$ cat config.mk
export PLATFORM = sky130hd
export DESIGN_NAME = seg_scan_capture
export DESIGN_NICKNAME = d
export VERILOG_FILES = /design/src/rtl/seg_scan_pkg.sv /design/src/rtl/seg7_decode.sv /design/src/rtl/seg_scan_capture.sv
export SDC_FILE = /design/constraint.sdc
export NUM_CORES = 1
export LEC_CHECK = 0
export ABC_AREA = 1
export ABC_CLOCK_PERIOD_IN_PS = 4950
export CORE_MARGIN = 2
export CORE_UTILIZATION = 57
export DETAILED_ROUTE_END_ITERATION = 8
export HOLD_SLACK_MARGIN = 0.06
export PLACE_DENSITY = 0.77
export SETUP_SLACK_MARGIN = 0.2
export SYNTH_ARGS = -nofsm -noshare
export SYNTH_HDL_FRONTEND = slang
export SYNTH_HIERARCHICAL = 1
export SYNTH_SLANG_ARGS = --single-unit
$ cat constraint.sdc
create_clock -name clk -period 4.95 [get_ports clk]
set_clock_uncertainty 0.05 [all_clocks]
set_input_delay 0.99 -clock clk [delete_from_list [all_inputs] [get_ports clk]]
set_output_delay 0.99 -clock clk [all_outputs]
set_load 0.02 [all_outputs]
$ cat src/rtl/seg_scan_pkg.sv
// Purpose: shared constants for the 7-segment scan capture (patterns, FSM states, digit slots).
// Latency: n/a (package).
// Backpressure: n/a (package).
package seg_scan_pkg;

    // Active-high segment patterns, bit order g..a.
    localparam logic [6:0] SEG_0 = 7'h3F;
    localparam logic [6:0] SEG_1 = 7'h06;
    localparam logic [6:0] SEG_2 = 7'h5B;
    localparam logic [6:0] SEG_3 = 7'h4F;
    localparam logic [6:0] SEG_4 = 7'h66;
    localparam logic [6:0] SEG_5 = 7'h6D;
    localparam logic [6:0] SEG_6 = 7'h7C;
    localparam logic [6:0] SEG_7 = 7'h07;
    localparam logic [6:0] SEG_8 = 7'h7F;
    localparam logic [6:0] SEG_9 = 7'h67;

    typedef enum logic [1:0] {
        ST_IDLE,
        ST_ACQUIRE,
        ST_COMMIT
    } state_t;

    // Selector bit / digit slot positions.
    localparam int DIG_MIN_U = 0;
    localparam int DIG_MIN_D = 1;
    localparam int DIG_HRS_U = 2;
    localparam int DIG_HRS_D = 3;

    // Legal 24 h time: minutes tens at most 5, hours at most 23.
    function automatic logic legal_time(input logic [3:0] hrs_d,
                                        input logic [3:0] hrs_u,
                                        input logic [3:0] min_d);
        return (min_d <= 4'd5) &&
               ((hrs_d < 4'd2) || ((hrs_d == 4'd2) && (hrs_u <= 4'd3)));
    endfunction

endpackage

$ cat src/rtl/seg7_decode.sv
// Purpose: map a 7-bit segment pattern back to its BCD digit.
// Latency: combinational.
// Backpressure: none.
// Ports: pattern (g..a, active-high) in; valid (pattern is a known digit) and value (BCD) out.
module seg7_decode
    import seg_scan_pkg::*;
(
    input  logic [6:0] pattern,
    output logic       valid,
    output logic [3:0] value
);

    always_comb begin
        valid = 1'b1;
        value = 4'd0;
        case (pattern)
            SEG_0:   value = 4'd0;
            SEG_1:   value = 4'd1;
            SEG_2:   value = 4'd2;
            SEG_3:   value = 4'd3;
            SEG_4:   value = 4'd4;
            SEG_5:   value = 4'd5;
            SEG_6:   value = 4'd6;
            SEG_7:   value = 4'd7;
            SEG_8:   value = 4'd8;
            SEG_9:   value = 4'd9;
            default: valid = 1'b0;
        endcase
    end

endmodule

$ cat src/rtl/seg_scan_capture.sv
// Purpose: watch a multiplexed 4-digit 7-segment bus, decode each settled digit, commit whole frames.
// Latency: pin change to sample 2+SETTLE_CYCLES cycles; completing sample to frame_valid/digits 1 cycle.
// Backpressure: none; free-running monitor, every output registered.
// Ports: clk, reset (async, active-high); segments[7:0] (bit 7 = dp), selector[3:0] (active-low)
//        in; digits[15:0] {hrs_d,hrs_u,min_d,min_u}, dots[3:0], frame_valid, time_valid,
//        pattern_err, select_err, stale out.
// Build option: SEG_SCAN_DP_EN enables decimal-point capture; otherwise dots is 4'b0000.
module seg_scan_capture
    import seg_scan_pkg::*;
#(
    parameter int SETTLE_CYCLES = 16,
    parameter int STALE_CYCLES  = 216000
)
(
    input  logic        clk,
    input  logic        reset,
    input  logic [7:0]  segments,
    input  logic [3:0]  selector,
    output logic [15:0] digits,
    output logic [3:0]  dots,
    output logic        frame_valid,
    output logic        time_valid,
    output logic        pattern_err,
    output logic        select_err,
    output logic        stale
);

`ifdef SEG_SCAN_DP_EN
    localparam int SW = 8;
`else
    localparam int SW = 7;
    logic unused_dp;
    assign unused_dp = segments[7];
`endif
    localparam int IW = 4 + SW;
    localparam int CW = $clog2(SETTLE_CYCLES + 1);
    localparam logic [CW-1:0] SETTLE_LIM = CW'(SETTLE_CYCLES);
    localparam logic [CW-1:0] SAMPLE_AT  = CW'(SETTLE_CYCLES - 1);
    localparam logic [25:0]   STALE_LIM  = 26'(STALE_CYCLES);
    // Selector flops reset to "all digits off" so an idle bus never looks like a collision.
    localparam logic [IW-1:0] SYNC_RST   = {4'b1111, {SW{1'b0}}};

    logic [IW-1:0] sync1, sync2, prev;
    logic [CW-1:0] settle_cnt;
    logic          changed, sample;

    always_ff @(posedge clk or posedge reset) begin
        if (reset) begin
            sync1      <= SYNC_RST;
            sync2      <= SYNC_RST;
            prev       <= SYNC_RST;
            settle_cnt <= '0;
        end else begin
            sync1 <= {selector, segments[SW-1:0]};
            sync2 <= sync1;
            prev  <= sync2;
            if (changed)
                settle_cnt <= '0;
            else if (settle_cnt != SETTLE_LIM)
                settle_cnt <= settle_cnt + 1'b1;
        end
    end

    assign changed = (sync2 != prev);
    // Fires once per dwell: the cycle the counter steps onto its saturation value.
    assign sample  = !changed && (settle_cnt == SAMPLE_AT);

    logic [3:0] sel_s, zeros;
    logic       one_low, multi_low, dec_valid;
    logic [3:0] dec_value;

    assign sel_s     = sync2[IW-1 -: 4];
    assign zeros     = ~sel_s;
    assign one_low   = (zeros != 4'b0) && ((zeros & (zeros - 4'd1)) == 4'b0);
    assign multi_low = (zeros != 4'b0) && !one_low;

    seg7_decode u_decode (
        .pattern (sync2[6:0]),
        .valid   (dec_valid),
        .value   (dec_value)
    );

    logic            good, bad_pat, bad_sel, commit;
    logic [3:0][3:0] shadow, shadow_n;
    logic [3:0]      seen, seen_n;
    state_t          state;
    logic [25:0]     stale_cnt;

    assign good    = sample && one_low && dec_valid;
    assign bad_pat = sample && one_low && !dec_valid;
    assign bad_sel = sample && multi_low;

    always_comb begin
        shadow_n = shadow;
        seen_n   = seen;
        if (good) begin
            for (int i = 0; i < 4; i++)
                if (zeros[i]) shadow_n[i] = dec_value;
            seen_n = seen | zeros;
        end
    end

    assign commit = good && (seen_n == 4'b1111);

    always_ff @(posedge clk or posedge reset) begin
        if (reset) begin
            state       <= ST_IDLE;
            seen        <= '0;
            shadow      <= '0;
            digits      <= '0;
            frame_valid <= 1'b0;
            time_valid  <= 1'b0;
            pattern_err <= 1'b0;
            select_err  <= 1'b0;
            stale       <= 1'b0;
            stale_cnt   <= '0;
        end else begin
            frame_valid <= 1'b0;
            pattern_err <= 1'b0;
            select_err  <= 1'b0;

            if (bad_sel || bad_pat) begin
                select_err  <= bad_sel;
                pattern_err <= bad_pat;
                seen        <= '0;
                state       <= ST_IDLE;
            end else if (good) begin
                shadow <= shadow_n;
                if (commit) begin
                    digits      <= shadow_n;
                    frame_valid <= 1'b1;
                    seen        <= '0;
                    state       <= ST_COMMIT;
                end else begin
                    seen  <= seen_n;
                    state <= ST_ACQUIRE;
                end
            end else if (state == ST_COMMIT) begin
                state <= ST_ACQUIRE;
            end

            // A commit in the timeout cycle wins: counter and stale both clear.
            if (commit) begin
                stale_cnt  <= '0;
                stale      <= 1'b0;
                time_valid <= legal_time(shadow_n[DIG_HRS_D], shadow_n[DIG_HRS_U],
                                         shadow_n[DIG_MIN_D]);
            end else if (stale_cnt != STALE_LIM) begin
                stale_cnt <= stale_cnt + 26'd1;
                if (stale_cnt + 26'd1 == STALE_LIM) begin
                    stale      <= 1'b1;
                    time_valid <= 1'b0;
                end
            end
        end
    end

`ifdef SEG_SCAN_DP_EN
    logic [3:0] dp_shadow, dp_shadow_n;

    always_comb begin
        dp_shadow_n = dp_shadow;
        if (good)
            dp_shadow_n = (dp_shadow & ~zeros) | (zeros & {4{sync2[7]}});
    end

    always_ff @(posedge clk or posedge reset) begin
        if (reset) begin
            dp_shadow <= '0;
            dots      <= '0;
        end else begin
            dp_shadow <= dp_shadow_n;
            if (commit && !(bad_sel || bad_pat))
                dots <= dp_shadow_n;
        end
    end
`else
    assign dots = 4'b0000;
`endif

endmodule

==> results list <==
* Run status: complete, no violations
* Total Negative Setup Slacks: 0 ns
* Overflow after GRT: 0
* Sort of element at the start of the critical path: flip-flop
* Via count of the first global-routing pass: around 4100
* Sum of net half-perimeters after detailed placement: 8.17 mm
- For the pin with the worst max-slew slack, the measured transition is 0.982 ns.
- # fillers: a little under 800
- Counting instances in the post-synthesis netlist gives the leading cell types as 216 x sky130_fd_sc_hd__nand2_1, 93 x sky130_fd_sc_hd__dfrtp_1, 92 x sky130_fd_sc_hd__nor2_1.
- Worst hold path class: reg2reg
- Global routing consumed, over all layers together, 24.3% of the routing resources.
- Synthesized area per cell: 7.86 um^2
- Setup repair after global routing left no endpoint under its margin.
- Layout Nets: 718
- Per report_power, the clock group accounts for 37.8% of the total.
- Number of enable-type register cells in the synthesized netlist: 0
* Portion of synthesized cell area occupied by the leading cell type: 44.5%
- TritonRoute pass-1 iters: 5
- Die width: 99.8 um
- Setup violations remaining at the end of the flow were counted as 0.
- Share of power burned in registers: 58.0%
* Largest cells by area after synthesis: sky130_fd_sc_hd__dfrtp_1 45%, sky130_fd_sc_hd__nand2_1 16%, sky130_fd_sc_hd__nor2_1 6.6%
* I/O Buffers: 33
- STA classifies the critical path endpoint as a flip-flop.
* Post-Route WL: ~11 mm
- Clock-pin slew was measured on the worst setup and hold paths at 0.11 ns.
- The number of gates resized after CTS was 0.
* Yosys reg bits: between 100 and 150
- Met1 capacity usage during global routing: 33.4%
* Area Growth Syn to Fin: 11.4%
- Clock insertion delay at the later pin of the skew report: 0.37 ns
* Area of the die: 9960 um^2
- Clock tree from TritonCTS: done
- Yosys printed 6 warnings.
- Data arrives at the worst endpoint at 3.66 ns.
- For this run, design rule violations remaining after detail routing come to 0.
* Final setup margin: around 1.5 ns
- Number of post-CTS setup repair buffers: 0
- From bottom edge to top edge, the die measures 99.8 um.
- The max-slew violation total from the final report was 0.
- In the global route stage, met2 resource usage came out at 40.1%.
- No sink is reached through more buffers than the 2 on the longest clock path.
* Number of vias after detailed routing: 4163
* P per Cell Area: 263 nW/um^2
- After floorplanning, the core was sized to cover 8810 um^2.
- Antenna diodes: 0
* Total internal power: 0.00115 W
* First-pass GRT wire length: 19.2 mm
* Worst setup path class: reg2reg
* Detail-routed via count per cell: about 5.1
- After detailed routing, the average wire length per cell comes to 13.6 um.
* Met3 Track Usage GR: 4.11%
* Worst slack, placed: 1.62 ns
* Synth Cell Area: roughly 5200 um^2
* Synthesized instance count: 665
- # Max-Cap Violations: 0
* # IOs: 39
- Ys flop type: sky130_fd_sc_hd__dfrtp_1
- After floorplanning, the core was divided into 34 placement rows.
- Clock tree sinks: roughly 110
* Max-Slew Margin vs Limit: 34.4%
- Library cell with the largest summed area after synthesis: sky130_fd_sc_hd__dfrtp_1
* Combinational fraction of design power: under 10%
- The worst path in the final design needs a cycle of 3.41 ns, including I/O delays and setup.
- Data on the critical path is required at its endpoint by 5.20 ns.
- Placer's final routability congestion estimate: 0.909
- After clock tree synthesis, the flow added hold-fix buffers numbering 0.
- Final Hold Vio Count: 0
* Ratio of cells with drive above 1 in the final layout: 7.40%
- For this configuration, the core starts out at a cell density of 59.4%.
- Max IR drop VDD: between 150 and 200 uV
* Biggest fanout along the worst timing path: 42
* Sw Ratio: between 20% and 30%
* LEAKAGE: just under 3 nW
- Number of H-tree levels: 3
- Antenna viol nets, final: 0
* Net switching component of the power: 0.000386 W
- Static timing analysis puts the maximum clock frequency at ~300 MHz.
- Clock Tree Root: sky130_fd_sc_hd__clkbuf_8
* Post-synthesis sequential area ratio: between 50% and 60%
- Antenna violations before repair: 0
- Counting the buffers created by CTS gives 9.
- Counting flops with an async set or reset pin after synthesis yields a share of 100%.
* Dominant cell by count in the synthesized netlist: sky130_fd_sc_hd__nand2_1
* Count of different cell masters after synthesis: 35
* Largest net degree at the start of global routing: 80
- Final worst-path cycle share: between 60% and 70%
- In this run the most used layer during global routing was met2.
- In this run, the number of DRC markers left after iteration 0 of detailed routing was 253.
==> flip-flops by register name (all words and copies together), names as in the netlist <==
name	cells
settle_cnt	5
stale	1
seen	4
select_err	1
pattern_err	1
shadow	16
frame_valid	1
time_valid	1
digits	16
sync1	11
stale_cnt	26
sync2	11
prev	11
==> path summary, 6_finish.rpt <==
kind	startpoint	endpoint	slack, ns	cells after the start
worst max register to register	sync2[6]	time_valid	1.54	12
worst min register to register	sync1[10]	sync2[10]	0.31	0
worst max-delay path	sync2[6]	time_valid	1.54	12
min in group asynchronous	reset	stale_cnt[3]	1.10	2
max in group asynchronous	reset	shadow[5]	2.79	3
worst min-delay path	sync1[10]	sync2[10]	0.31	0
==> metal layers <==
layer	wire, um	vias up	share of wire [%]
met1	5190	1943	47
met2	5260	104	48
met5	0	-	0
met4	111	0	1.0
met3	494	11	4.5
li1	-	2105	-
==> metrics by stage <==
stage	instance area, um^2	hold WS (ns)	total power (W)	utilization [%]	instances
global route	5820	0.307	0.00160	66.1	811
floorplan	5240	0.281	0.000951	-	668
detailed placement	5610	0.285	0.000971	63.7	795
global placement	5610	0.281	0.000967	63.7	795
finish	5820	0.307	0.00153	66.1	811
CTS	5820	0.304	0.00155	66.1	811
==> final cells by class <==
type	count	area [um^2]	area share (%)
Sequential cell	105	2640	45.4
Tap cell	108	135	2.32
Multi-Input combinational cell	454	2130	36.6
Timing Repair Buffer	34	338	5.80
Clock inverter	7	95.1	1.63
Clock buffer	9	124	2.13
Inverter	94	355	6.10
==> logic make-up (layout without fill, tap and decap cells) <==
| logic type | Yosys count | in the layout | share of synthesized area [%] |
|---|---|---|---|
| XOR/XNOR | 17 | 17 | 2.85 |
| adder cells (fa/ha/maj) | 6 | 6 | 1.44 |
| buffers and inverters | 109 | 144 | 8.85 |
| other | 1 | 4 | 0.0717 |
| multiplexers | 1 | 1 | 0.191 |
| AO/OA/AOI/OAI | 41 | 41 | 4.26 |
| flip-flops | 105 | 105 | 50.5 |
| AND/OR/NAND/NOR | 385 | 385 | 31.8 |
==> cell usage in the layout (no fill, tap or decap), types with 3 or more instances in the layout <==
cell type and n:
sky130_fd_sc_hd__nand4_1 12, sky130_fd_sc_hd__nand3b_1 4, sky130_fd_sc_hd__clkbuf_8 9, sky130_fd_sc_hd__inv_1 88
sky130_fd_sc_hd__nand3_2 3, sky130_fd_sc_hd__o21ai_1 7, sky130_fd_sc_hd__xnor2_1 8, sky130_fd_sc_hd__xor2_1 9
sky130_fd_sc_hd__nand2_1 216, sky130_fd_sc_hd__nand3_1 28, sky130_fd_sc_hd__inv_2 5, sky130_fd_sc_hd__dfstp_2 12
sky130_fd_sc_hd__a21oi_2 3, sky130_fd_sc_hd__o21ai_0 18, sky130_fd_sc_hd__conb_1 4, sky130_fd_sc_hd__nor2_1 92
sky130_fd_sc_hd__dfrtp_1 93, sky130_fd_sc_hd__ha_1 6, sky130_fd_sc_hd__nor3_1 16, sky130_fd_sc_hd__clkdlybuf4s50_1 33
sky130_fd_sc_hd__a21oi_1 12
==> critical path, cell delays in order, from the launching register on <==
cell and delay, ns:
sky130_fd_sc_hd__dfrtp_1 0.49, sky130_fd_sc_hd__nand2_1 0.11, sky130_fd_sc_hd__nor2_1 0.17, sky130_fd_sc_hd__nand2_1 0.10, sky130_fd_sc_hd__nand3_1 0.09, sky130_fd_sc_hd__nor2_1 0.06, sky130_fd_sc_hd__nand2_1 0.39, sky130_fd_sc_hd__nand4_4 0.36
sky130_fd_sc_hd__a21oi_2 0.28, sky130_fd_sc_hd__nand3_2 0.12, sky130_fd_sc_hd__nor2_4 0.76, sky130_fd_sc_hd__nand3_1 0.22, sky130_fd_sc_hd__nand2_1 0.11
==> power by group through the flow <==
stage          clock [W]  combinational (W)  sequential (W)
2_1_floorplan          0          0.0000515        0.000899
3_3_place_gp           0          0.0000624        0.000905
3_5_place_dp           0          0.0000645        0.000906
4_1_cts         0.000600          0.0000647        0.000890
5_1_grt         0.000631          0.0000733        0.000892
6_report        0.000579          0.0000634        0.000890
No activity file was read; power rests on OpenSTA's default activity.
